[config.mk]
export PLATFORM = sky130hd
export DESIGN_NAME = axi4_lite_master_bridge
export DESIGN_NICKNAME = d
export VERILOG_FILES = /design/src/rtl/axi4_lite_master_bridge.sv
export SDC_FILE = /design/constraint.sdc
export NUM_CORES = 1
export LEC_CHECK = 0
export BUFFER_PORTS_ARGS = -buffer_cell sky130_fd_sc_hd__clkbuf_2
export CORE_MARGIN = 2
export CORE_UTILIZATION = 52
export DETAILED_ROUTE_END_ITERATION = 6
export HOLD_SLACK_MARGIN = 0.15
export PLACE_DENSITY = 0.93
export SLEW_MARGIN = 20
export SYNTH_ARGS = -nofsm -noshare
export SYNTH_HDL_FRONTEND = slang
export SYNTH_SLANG_ARGS = --single-unit
[constraint.sdc]
create_clock -name m_axi_aclk_i -period 4.56 [get_ports m_axi_aclk_i]
set_input_delay 0.684 -clock m_axi_aclk_i [delete_from_list [all_inputs] [get_ports m_axi_aclk_i]]
set_output_delay 0.684 -clock m_axi_aclk_i [all_outputs]
set_load 0.02 [all_outputs]
[src/rtl/axi4_lite_master_bridge.sv]
// axi4_lite_master_bridge: single-outstanding AXI4-Lite master behind a simple core request port,
// reporting slave errors and aborting any transaction that outlives TIMEOUT_CYCLES.
module axi4_lite_master_bridge #(
    parameter int unsigned TIMEOUT_CYCLES = 1024
) (
    input  logic        m_axi_aclk_i,
    input  logic        m_axi_aresetn_i,
    input  logic        req_valid_i,
    output logic        req_ready_o,
    input  logic        req_write_i,
    input  logic [31:0] req_addr_i,
    input  logic [31:0] req_wdata_i,
    input  logic [3:0]  req_wstrb_i,
    output logic        resp_valid_o,
    output logic [31:0] resp_rdata_o,
    output logic        resp_err_o,
    output logic [31:0] m_axi_awaddr_o,
    output logic        m_axi_awvalid_o,
    input  logic        m_axi_awready_i,
    output logic [31:0] m_axi_wdata_o,
    output logic [3:0]  m_axi_wstrb_o,
    output logic        m_axi_wvalid_o,
    input  logic        m_axi_wready_i,
    input  logic [1:0]  m_axi_bresp_i,
    input  logic        m_axi_bvalid_i,
    output logic        m_axi_bready_o,
    output logic [31:0] m_axi_araddr_o,
    output logic        m_axi_arvalid_o,
    input  logic        m_axi_arready_i,
    input  logic [31:0] m_axi_rdata_i,
    input  logic [1:0]  m_axi_rresp_i,
    input  logic        m_axi_rvalid_i,
    output logic        m_axi_rready_o
);
    typedef enum logic [2:0] {IDLE, WR_REQ, WR_RESP, RD_REQ, RD_RESP} state_e;

    state_e      state_q, state_d;
    logic        aw_done_q, aw_done_d, w_done_q, w_done_d;
    logic [31:0] addr_q, addr_d, wdata_q, wdata_d, cnt_q, cnt_d, rdata_q, rdata_d;
    logic [3:0]  wstrb_q, wstrb_d;
    logic        resp_valid_q, resp_valid_d, resp_err_q, resp_err_d;
    logic        expire;

    assign req_ready_o     = state_q == IDLE;
    assign m_axi_awvalid_o = (state_q == WR_REQ) && !aw_done_q;
    assign m_axi_wvalid_o  = (state_q == WR_REQ) && !w_done_q;
    assign m_axi_bready_o  = state_q == WR_RESP;
    assign m_axi_arvalid_o = state_q == RD_REQ;
    assign m_axi_rready_o  = state_q == RD_RESP;
    assign m_axi_awaddr_o  = addr_q;
    assign m_axi_araddr_o  = addr_q;
    assign m_axi_wdata_o   = wdata_q;
    assign m_axi_wstrb_o   = wstrb_q;
    assign resp_valid_o    = resp_valid_q;
    assign resp_err_o      = resp_err_q;
    assign resp_rdata_o    = rdata_q;

    // cnt_q counts busy cycles since acceptance, so expiry lands on the TIMEOUT_CYCLES-th busy cycle.
    assign expire = (TIMEOUT_CYCLES != 0) && (cnt_q == 32'(TIMEOUT_CYCLES - 1));

    always_comb begin
        state_d      = state_q;
        aw_done_d    = aw_done_q;
        w_done_d     = w_done_q;
        addr_d       = addr_q;
        wdata_d      = wdata_q;
        wstrb_d      = wstrb_q;
        cnt_d        = (state_q == IDLE) ? cnt_q : cnt_q + 32'd1;
        resp_valid_d = 1'b0;
        resp_err_d   = 1'b0;
        rdata_d      = 32'd0;
        case (state_q)
            IDLE: if (req_valid_i) begin
                addr_d    = req_addr_i;
                wdata_d   = req_wdata_i;
                wstrb_d   = req_wstrb_i;
                cnt_d     = 32'd0;
                aw_done_d = 1'b0;
                w_done_d  = 1'b0;
                state_d   = req_write_i ? WR_REQ : RD_REQ;
            end
            WR_REQ: begin
                aw_done_d = aw_done_q || (m_axi_awvalid_o && m_axi_awready_i);
                w_done_d  = w_done_q || (m_axi_wvalid_o && m_axi_wready_i);
                state_d   = (aw_done_d && w_done_d) ? WR_RESP : WR_REQ;
            end
            WR_RESP: if (m_axi_bvalid_i) begin
                state_d      = IDLE;
                resp_valid_d = 1'b1;
                resp_err_d   = m_axi_bresp_i[1];
            end
            RD_REQ: state_d = m_axi_arready_i ? RD_RESP : RD_REQ;
            RD_RESP: if (m_axi_rvalid_i) begin
                state_d      = IDLE;
                resp_valid_d = 1'b1;
                resp_err_d   = m_axi_rresp_i[1];
                rdata_d      = m_axi_rresp_i[1] ? 32'd0 : m_axi_rdata_i;
            end
            default: state_d = IDLE;
        endcase
        // A handshake that completes on the expiry cycle has already advanced state_d and wins.
        if (state_q != IDLE && state_d == state_q && expire) begin
            state_d      = IDLE;
            resp_valid_d = 1'b1;
            resp_err_d   = 1'b1;
        end
    end

    always_ff @(posedge m_axi_aclk_i or negedge m_axi_aresetn_i) begin
        if (!m_axi_aresetn_i) begin
            state_q      <= IDLE;
            aw_done_q    <= 1'b0;
            w_done_q     <= 1'b0;
            addr_q       <= 32'd0;
            wdata_q      <= 32'd0;
            wstrb_q      <= 4'd0;
            cnt_q        <= 32'd0;
            rdata_q      <= 32'd0;
            resp_valid_q <= 1'b0;
            resp_err_q   <= 1'b0;
        end else begin
            state_q      <= state_d;
            aw_done_q    <= aw_done_d;
            w_done_q     <= w_done_d;
            addr_q       <= addr_d;
            wdata_q      <= wdata_d;
            wstrb_q      <= wstrb_d;
            cnt_q        <= cnt_d;
            rdata_q      <= rdata_d;
            resp_valid_q <= resp_valid_d;
            resp_err_q   <= resp_err_d;
        end
    end
endmodule
### Word-level counts from Yosys, hierarchy flattened

Cells that the tools add are included.

| operators by class | value |
|---|---|
| reductions and logical operators | 16 |
| mux-type cells | 25 |
| add/sub/neg operators | 1 |
| eq/ne operators | 7 |

Operators by type and width:

| cell | number |
|---|---|
| $mux W32 | 6 |
| $add A32 B1 Y32 const B | 1 |
| $eq A32 B10 Y1 const B | 1 |
| $mux W3 | 5 |
| $pmux W3 S5 | 1 |
| $pmux W1 S2 | 4 |
| $logic_and A1 B1 Y1 | 7 |
| $mux W1 | 7 |
| $eq A3 B2 Y1 const B | 2 |
| $mux W2 | 2 |
| $reduce_and A2 Y1 | 2 |
| $eq A3 B1 Y1 const B | 1 |
| $eq A3 B3 Y1 | 1 |
| $eq A3 B3 Y1 const B | 1 |
| $logic_not A3 Y1 | 1 |
| $reduce_bool A3 Y1 | 1 |
| $logic_not A1 Y1 | 2 |
| $logic_or A1 B1 Y1 | 2 |
| $ne A2 B2 Y1 const B | 1 |
| $reduce_bool A2 Y1 | 1 |

| storage, ports and cells | value |
|---|---|
| logic and storage cells | 59 |
| bits in registers | 139 |
| output and inout port bits | 140 |

### Longest topological paths before layout

| depth | value |
|---|---|
| depth in word-level cells | 11 |
| mapped depth | 6 |
| depth with buffers taken out | 5 |

### Worst setup path after synthesis

No wires, ideal clock.

| path | value |
|---|---|
| path type | register to output |
| from | register state_q[2] |
| to | output m_axi_awvalid_o |
| path slack | 2551 ps |
| arrival time | 1325 ps |
| cell stages (with the launch flop) | 4 |
| path buffers | 1 |
| cell sequence | dfrtp_1 -> buf_6 -> or3b_2 -> nor2_1 |

| between the ends | value |
|---|---|
| word-level cells in the longest chain between the ends | 2 |

RTL lines:

| element | RTL line | text |
|---|---|---|
| start: declaration | 37 | `state_e state_q, state_d;` |
| start signal: assignment | 122 | `state_q <= state_d;` |
| $eq A3 B1 Y1 | 45 | `assign m_axi_awvalid_o = (state_q == WR_REQ) && !aw_done_q;` |
| $logic_and A1 B1 Y1 | 45 |  |
| end: declaration | 18 | `output logic m_axi_awvalid_o,` |

No other way between the ends.

### Worst setup path after layout

| path | value |
|---|---|
| from | register state_q[0] |
| to | output m_axi_wvalid_o |

| between the ends | value |
|---|---|
| word-level cells in the longest chain between the ends | 2 |

RTL lines:

| element | RTL line | text |
|---|---|---|
| $eq A3 B1 Y1 | 46 | `assign m_axi_wvalid_o = (state_q == WR_REQ) && !w_done_q;` |
| $logic_and A1 B1 Y1 | 46 |  |
| end: declaration | 22 | `output logic m_axi_wvalid_o,` |

No other way between the ends.

==> results.tsv <==
metric	value	unit
cp_num_buf_inv	1	
synth_cell_type_count	51	
status	complete, no violations	
die_area	12400	um2
cts_tree	built	
max_freq	374	MHz
post-route-drc-count	0	
cts-root-buf	clkbuf_16	
placed_cells	956	
synth_edf_count	0	
critPathKind	register to output port	
grt_pass1_vias	5270	
wl_per_cell	16.1	um
area_growth_syn_to_layout	28.5	%
grt_use_total	26.4	%
numCtsBuffers	17	
slowest_stage	dfrtp_1	
async_flop_share	100	%
hold_viol	0	
setup_violations	0	
post_cts_resized	0	
vdd.ir_drop.worst	512	uV
ys_ff_latch	139	
tns	0	ns
ys_seq_area_share	57.8	%
fp.coreArea	11400	um2
hpwl	10200	um
syn-instance-count	620	
ios	253	
grt-busiest-layer	met2	
min_path_type	primary input to asynchronous set/reset pin	
dr.first_iter.drc_count	426	
grt_pass1_wl	25900	um
tightest_slew	1.04	ns
finalWeightedCongestion	0.828	
period_minus_slack	2.67	ns
cp-start-kind	register	
placementRows	39	
slew_headroom	30.9	%
met1_usage	31.5	%
wl	15900	um
dp_slack	2.05	ns
yosysWarnings	0	
clock_skew	0.00723	ns
cp_data_arrival_time	1.99	ns
htreeDepth	4	
clkSinkCount	139	
path_cells	or3b_2 -> nor2_1 -> clkbuf_2	
hold_buffers	0	
final_layout_size_suffix_gt1_share	35.0	%
die_w	112	um
drt-pass1-iter-count	6	
power_density	666	nW/um2
drv_cap	0	
fin_crit_sh	58.6	%
die_y	112	um
vias_per_cell	5.24	
clk_path_buf_depth	2	
layout.nets	946	
grt_max_degree	103	
critPathMaxStageDelay	0.69	ns
syn_area	6010	um2
worstPathRequired	3.88	ns
synth_ff_type	dfrtp_1	
n_antenna_cell	0	
end_kind	output port	
gr-usage-met3	7.40	%
syn_area_per_cell	9.70	um2
rsz0062_at_grt	false	
slew_viol_final	0	
grt_util_met2	44.3	%
leakagePower	0.00445	uW
finalWorstSetupSlack	1.89	ns
fin_cells	985	
cts_setup_buffers	0	
grt.overflow.total	0	
synth_nets	734	
path_max_fanout	16	
antenna_found_initial	0	
insertion_delay	0.42	ns
ant_nets	0	
vias	5160	
initial_core_util	52.9	%
clk_pin_slew_worst_paths	0.06	ns
cp_top_family	simple AND/OR/NAND/NOR gates	
r2r_start	state_q[0]	
io_buffers	250	
crit_start	state_q[0]	
## final cells by class
cell class                 count  area (um2)
multi-input combinational    417        2150
fill                         748        3640
inverter                       4        15.0
tap                          143         179
timing repair buffer         253        1280
sequential                   139        3480
clock buffer                  18         429
clock inverter                11         196
## through the flow
step	hold WS, ns	total power [uW]	utilization, %	cell area (um2)
floorplan	0.388	3150	-	6010
global placement	0.457	3580	62.5	7100
detailed placement	0.463	3650	62.5	7100
CTS	0.395	5170	68.0	7730
global route	0.433	5420	68.0	7730
finish	0.355	5140	68.0	7730
## layout by cell type (no fill, tap or decap), types with 4 or more instances in the layout
master,instances
nor4_1,8
and2_1,35
o21ai_0,7
bufinv_16,5
nand3_1,11
nor2_1,14
mux2i_1,27
nand4_1,14
nand2_1,246
and3_1,7
nor2b_1,4
dfrtp_1,139
a21oi_1,7
clkbuf_2,249
inv_1,4
clkbuf_16,17
## registers in the layout, indices dropped and copies added, names as in the netlist
signal          cells
aw_done_q           1
cnt_q              32
m_axi_araddr_o     32
m_axi_wdata_o      32
m_axi_wstrb_o       4
resp_err_o          1
resp_rdata_o       32
resp_valid_o        1
state_q             3
w_done_q            1
## Yosys cell counts (3+ instances only)
| cell | instances | area share, % |
|---|---|---|
| nand2_1 | 246 | 15 |
| dfrtp_1 | 139 | 58 |
| and2_1 | 35 | 3.6 |
| buf_4 | 32 | 4.0 |
| mux2i_1 | 27 | 4.5 |
| nand4_1 | 14 | 1.5 |
| nor2_1 | 14 | 0.87 |
| clkbuf_1 | 11 | 0.69 |
| nand3_1 | 11 | 0.92 |
| buf_2 | 10 | 0.83 |
| nor4_1 | 8 | 0.83 |
| a21oi_1 | 7 | 0.58 |
| and3_1 | 7 | 0.73 |
| o21ai_0 | 7 | 0.58 |
| inv_1 | 4 | 0.25 |
| nor2b_1 | 4 | 0.42 |
| buf_6 | 3 | 0.56 |
| clkbuf_2 | 3 | 0.25 |
| nor3_1 | 3 | 0.25 |
## cell families after synthesis
kind of cell	count (synthesis)	synth area share [%]
DFF	139	57.8
xor gates and xnor gates	1	0.146
and+or+nand+nor	362	27.7
muxes	27	4.49
AOI/OAI and AO/OA	26	3.00
buffers and inverters	64	6.64
adders and majority gates	1	0.208
## worst register-to-register path, stage by stage, from the launching register on
cell,delay [ns]
dfrtp_1,0.58
or4b_4,0.97
o22ai_4,0.41
nor2b_1,0.10
a211oi_1,0.24
## layer usage
metal | up-vias | routed length (um)
met3 | 51 | 1110
met2 | 271 | 8080
met5 | - | 0
met4 | 0 | 658
met1 | 2436 | 6030
li1 | 2402 | -
## worst paths after layout
path	end	slack, ns	cells past startpoint
max	m_axi_wvalid_o	1.89	3
min	m_axi_wdata_o[21]	0.35	1
max reg2reg	state_q[0]	2.17	4
min reg2reg	m_axi_wstrb_o[3]	0.47	2
max in group asynchronous	m_axi_araddr_o[28]	3.19	2
min in group m_axi_aclk_i	m_axi_araddr_o[18]	0.46	3
## power by group
part	total [uW]	leakage [uW]	internal, uW	switching [uW]
Combinational	1840	0.00233	566	1270
Clock	1480	0.000298	963	518
Sequential	1830	0.00183	1560	262
Total	5140	0.00445	3090	2050
(Power assumes the default switching activity.)
